File: config.mk
export PLATFORM = sky130hd
export DESIGN_NAME = ras_circ_ckpt
export DESIGN_NICKNAME = d
export VERILOG_FILES = /design/src/rtl/ras_circ_ckpt_pkg.sv /design/src/rtl/ras_circ_ckpt.sv
export SDC_FILE = /design/constraint.sdc
export NUM_CORES = 1
export LEC_CHECK = 0
export ABC_AREA = 1
export BUFFER_PORTS_ARGS = -buffer_cell sky130_fd_sc_hd__buf_2
export CAP_MARGIN = 0
export CORE_UTILIZATION = 45
export CTS_BUF_LIST = sky130_fd_sc_hd__clkbuf_4
export CTS_CLUSTER_DIAMETER = 200
export CTS_CLUSTER_SIZE = 24
export DETAILED_ROUTE_END_ITERATION = 10
export PLACE_DENSITY_LB_ADDON = 0.08
export SLEW_MARGIN = 10
export SYNTH_ARGS = -nofsm -noshare
export SYNTH_HDL_FRONTEND = slang
export SYNTH_SLANG_ARGS = --single-unit
export TNS_END_PERCENT = 20
File: constraint.sdc
create_clock -name clk_i -period 2.9 [get_ports clk_i]
set_input_delay 0.145 -clock clk_i [delete_from_list [all_inputs] [get_ports clk_i]]
set_output_delay 0.145 -clock clk_i [all_outputs]
set_load 0.02 [all_outputs]
File: src/rtl/ras_circ_ckpt_pkg.sv
// Shared types and sizing helpers for the circular return-address stack.
package ras_circ_ckpt_pkg;

  localparam int unsigned RAS_VLEN = 32;

  typedef struct packed {
    logic                valid;
    logic [RAS_VLEN-1:0] ra;
  } ras_t;

  // Pointer width for a stack of the given depth; never narrower than one bit.
  function automatic int unsigned ras_ptr_w(input int unsigned depth);
    return (depth > 1) ? $clog2(depth) : 1;
  endfunction

endpackage

File: src/rtl/ras_circ_ckpt.sv
// Circular return-address stack with a single tos/count checkpoint.
// Calls push the link address, returns pop it; the checkpoint rolls the
// pointer back after a mispredict. Entry contents are never restored, so a
// restored top may be stale or invalid, which the predictor tolerates.
module ras_circ_ckpt
  import ras_circ_ckpt_pkg::*;
#(
  parameter int unsigned DEPTH = 2,
  parameter int unsigned VLEN  = RAS_VLEN
) (
  input  logic                         clk_i,
  input  logic                         rst_i,
  input  logic                         flush_bp_i,
  input  logic                         push_i,
  input  logic                         pop_i,
  input  logic [VLEN-1:0]              data_i,
  input  logic                         ckpt_save_i,
  input  logic                         ckpt_rest_i,
  output ras_t                         data_o,
  output logic [$clog2(DEPTH+1)-1:0]   count_o
);

  localparam int unsigned PTR_W = ras_ptr_w(DEPTH);
  localparam int unsigned CNT_W = $clog2(DEPTH + 1);

  localparam logic [PTR_W-1:0] TOP_PTR  = PTR_W'(DEPTH - 1);
  localparam logic [CNT_W-1:0] FULL_CNT = CNT_W'(DEPTH);

  // Explicit wrap so non-power-of-two depths stay inside 0..DEPTH-1.
  function automatic logic [PTR_W-1:0] ptr_inc(input logic [PTR_W-1:0] p);
    return (p == TOP_PTR) ? '0 : p + 1'b1;
  endfunction

  function automatic logic [PTR_W-1:0] ptr_dec(input logic [PTR_W-1:0] p);
    return (p == '0) ? TOP_PTR : p - 1'b1;
  endfunction

  logic [DEPTH-1:0] valid_mem;
  logic [VLEN-1:0]  ra_mem [DEPTH];
  logic [PTR_W-1:0] tos;
  logic [CNT_W-1:0] count;
  logic [PTR_W-1:0] ckpt_tos;
  logic [CNT_W-1:0] ckpt_count;
  logic [PTR_W-1:0] next_ptr;
  logic             stack_op;

  assign next_ptr = ptr_inc(tos);
  // Push/pop only take effect when nothing of higher priority happens.
  assign stack_op = !flush_bp_i && !ckpt_rest_i;

  assign data_o.valid = valid_mem[tos] && (count != '0);
  assign data_o.ra    = ra_mem[tos];
  assign count_o      = count;

  // Control state: valid bits, pointer, occupancy and checkpoint.
  always_ff @(posedge clk_i) begin
    if (rst_i) begin
      valid_mem  <= '0;
      tos        <= TOP_PTR;
      count      <= '0;
      ckpt_tos   <= TOP_PTR;
      ckpt_count <= '0;
    end else begin
      // Save samples the pre-update state; a flush in the same cycle wins.
      if (flush_bp_i) begin
        ckpt_tos   <= tos;
        ckpt_count <= '0;
      end else if (ckpt_save_i) begin
        ckpt_tos   <= tos;
        ckpt_count <= count;
      end

      if (flush_bp_i) begin
        valid_mem <= '0;
        count     <= '0;
      end else if (ckpt_rest_i) begin
        tos   <= ckpt_tos;
        count <= ckpt_count;
      end else if (push_i && pop_i) begin
        valid_mem[tos] <= 1'b1;
        if (count == '0) count <= CNT_W'(1);
      end else if (push_i) begin
        tos                 <= next_ptr;
        valid_mem[next_ptr] <= 1'b1;
        count               <= (count == FULL_CNT) ? FULL_CNT : count + 1'b1;
      end else if (pop_i && (count != '0)) begin
        valid_mem[tos] <= 1'b0;
        tos            <= ptr_dec(tos);
        count          <= count - 1'b1;
      end
    end
  end

  // Return-address storage; not reset, only written by an accepted push.
  always_ff @(posedge clk_i) begin
    if (!rst_i && stack_op && push_i) begin
      ra_mem[pop_i ? tos : next_ptr] <= data_i;
    end
  end

endmodule

==> results.md <==
- Cts bufs inserted: 9
- Top FF cell, synth: edfxtp_1
- Count leader, synth: edfxtp_1
- IO Count: 74
- Max clock buf depth: 2
- Die area: 6740 um^2
- Minimum clock period: slightly above 2 ns
- Post-synthesis simple-gate area fraction: 0.0715
- Placed insts: around 340
- Final ANT Viol Nets: 0
- Die span in y: 82.1 um
- Critical Path AT: slightly below 2 ns
- Required @ worst endpoint: roughly 2.8 ns
- Final Instance Area: 3850 um^2
- Distinct cells, synth: 20
- Initial DRC Count: about 70
- Initial Util: 0.477
- R2R depth: 5
- Clk_lat worst skew: 0.40 ns
- Pin count of the biggest net entering global routing: 33
- FF+latch count, synth: between 70 and 80
- TNS Setup: 0 ns
- Sw Share: 0.229
- Pwr Density: between 500 and 600 nW/um^2
- F_max: around 480 MHz
- Clock Sinks: 73
- Tightest Pin Transition: 0.655 ns
- Layout Nets: 347
- Reg2reg start: tos$_SDFFE_PP1P_
- Post_cts resized: 0
- Synth Area in XOR/XNOR: 0.00303
- CP Capture Type: primary output
- Clock Power Share: 0.331
- Htree depth: 3
- Final GP Congestion: between 0.8 and 0.9
- Die W: about 80 um
- Slew Limit Fails: 0
- Slew HR: 0.563
- Final Power: about 2100 uW
- Drt total wl: between 5000 and 6000 um
- Dpl hpwl: 3280 um
- Row count: 28
- Mux cell area share after synthesis: 0.125
- Clock Pin Slew Worst Setup and Hold Paths: roughly 0.11 ns
- Outcome: finished, final reports clean
- DR vias: 1838
- R2R Path End: ra_mem[0][11]$_DFFE_PP_
- Vias per Instance: between 4 and 5
- Post-Synth Adder-Cell Area: 0.00866
- Top cells by count, synth: edfxtp_1, mux2_2, nand2_1, inv_1, nor2_1
- Main combinational cell family by area after synthesis: multiplexers
- R2R setup slack: 1.22 ns
- Clk root buf: clkbuf_4
- Synth area leaders: edfxtp_1, mux2_2, dfxtp_1, nand2_1, buf_6
- Int Pwr: between 1500 and 2000 uW
- Seq/Total Area, Yosys: 0.728
- Synth-to-Final Area Change: 33.2%
- Core region area: about 6000 um^2
- Worst-path maximum fanout: 20
- # port buffers: 73
- Syn_nets: ~230
- Fillers: between 400 and 500
- Hold path depth: 4
- Worst hold-check path type: in2reg
- RSZ-0062 raised after global routing: no
- Initial antenna violation count: 0
- Synth Area in Compound Gates: 0.0260
- Number of synthesized flops with an enable pin: 64
- Max VDD drop: ~0.00039 V
- Layout Cells excl Fill: approximately 390
- Synthesized instance count: 190
- Post-synthesis instance area: approximately 2900 um^2
- Layout Skew: around 0.0061 ns
- Vias in the first global route: between 1.5k and 2k
- Total gr overflow: 0
- Finish-stage setup viols: 0
- Reg power frac: 0.557
- Gr usage total: 0.166
- First-pass GRT wire length: 7870 um
- Wire per inst: 13.2 um
- Final period util: 0.715
- Antenna cells: 0
- Fin util: 0.635
- Post-DP Area: 3350 um^2
- # DRC: 0
- Synth area leader: edfxtp_1
- Post-CTS setup buffer count: 0
- Max-cap viol count: 0
- Hold-fix buffers, CTS: 34
- Post-synth ARST share: 0
- Worst Setup EP: data_o[30]
- Sw Pwr: between 400 and 500 uW
- Post-synth top area share: 0.665
- Leak Pwr: between 0.0015 and 0.002 uW
- Layout cell share with drive strength beyond 1: 0.402
- TritonCTS clock tree: built
- Fin. Hold Viols: 0
- Average cell area after synthesis: approximately 15 um^2
- CP Class: reg2out
- Synth Warn #: 0
- Startpoint Class: flip-flop
- Combinational power share: 0.112
- Pre-antenna DRT Iters: 4
-- through the flow --
step	hold WS, ns	setup WS (ns)
final	0.0451	0.827
after CTS	0.0147	0.773
after global routing	0.0270	0.699
after detailed placement	0.336	1.23
after global placement	0.333	1.20
after floorplan	0.234	0.369
-- area by class of cell --
type / count / area [um^2] / area share
Clock buffer: 9 / 67.6 / 0.0176
Clock inverter: 7 / 93.8 / 0.0244
Inverter: 14 / 55.1 / 0.0143
Multi-Input combinational cell: 98 / 694 / 0.180
Sequential cell: 73 / 2100 / 0.546
Tap cell: 75 / 93.8 / 0.0244
Timing Repair Buffer: 110 / 741 / 0.193
-- logic make-up after synthesis --
group	Yosys count
buf+inv	19
mux	32
flops	73
fa+ha+maj	2
compound gates	15
xor+xnor	1
simple gates	48
-- state kept, by name, indices dropped and copies added, names as in the netlist, named ones only --
| register | count |
|---|---|
| valid_mem | 2 |
| tos | 1 |
| ra_mem | 64 |
| ckpt_count | 2 |
| ckpt_tos | 1 |
| count_o | 2 |
-- routing by layer --
| metal | up-vias | share of wire | track usage |
|---|---|---|---|
| met5 | - | 0 | 0 |
| met4 | 0 | 0.014 | 0.0947 |
| met3 | 9 | 0.059 | 0.0549 |
| met2 | 57 | 0.47 | 0.255 |
| met1 | 849 | 0.46 | 0.206 |
| li1 | 923 | - | - |
-- worst max-delay path: stages (launching register included) --
cell and delay, ns:
dfxtp_1 0.76, buf_12 0.25, mux2_2 0.36, buf_2 0.16
-- cells in the final DEF, fill, tap and decap left out, types with 7 or more instances in the layout --
cell type	count
dfxtp_1	9
nor2_1	9
dlygate4sd3_1	34
nand3_1	9
inv_1	12
nand2_1	25
o21ai_0	7
buf_2	73
clkbuf_4	9
edfxtp_1	64
mux2_2	27
-- worst min path at each step --
stage                           start                          to
after floorplan           ckpt_save_i  ckpt_count[0]$_SDFFE_PP0P_
after global placement     data_i[14]     ra_mem[0][14]$_DFFE_PP_
after detailed placement    data_i[1]      ra_mem[1][1]$_DFFE_PP_
after CTS                  flush_bp_i     count_o[1]$_SDFFE_PP0P_
after global routing       flush_bp_i     count_o[1]$_SDFFE_PP0P_
final                      flush_bp_i     count_o[1]$_SDFFE_PP0P_
-- power by group through the flow --
stage                     sequential, uW  combinational, uW  clock [uW]
after floorplan                     1190                135           0
after detailed placement            1200                203           0
after CTS                           1170                239         725
after global placement              1200                202           0
final                               1170                236         698
after global routing                1180                259         771
Power figures use the tool's default switching activity.
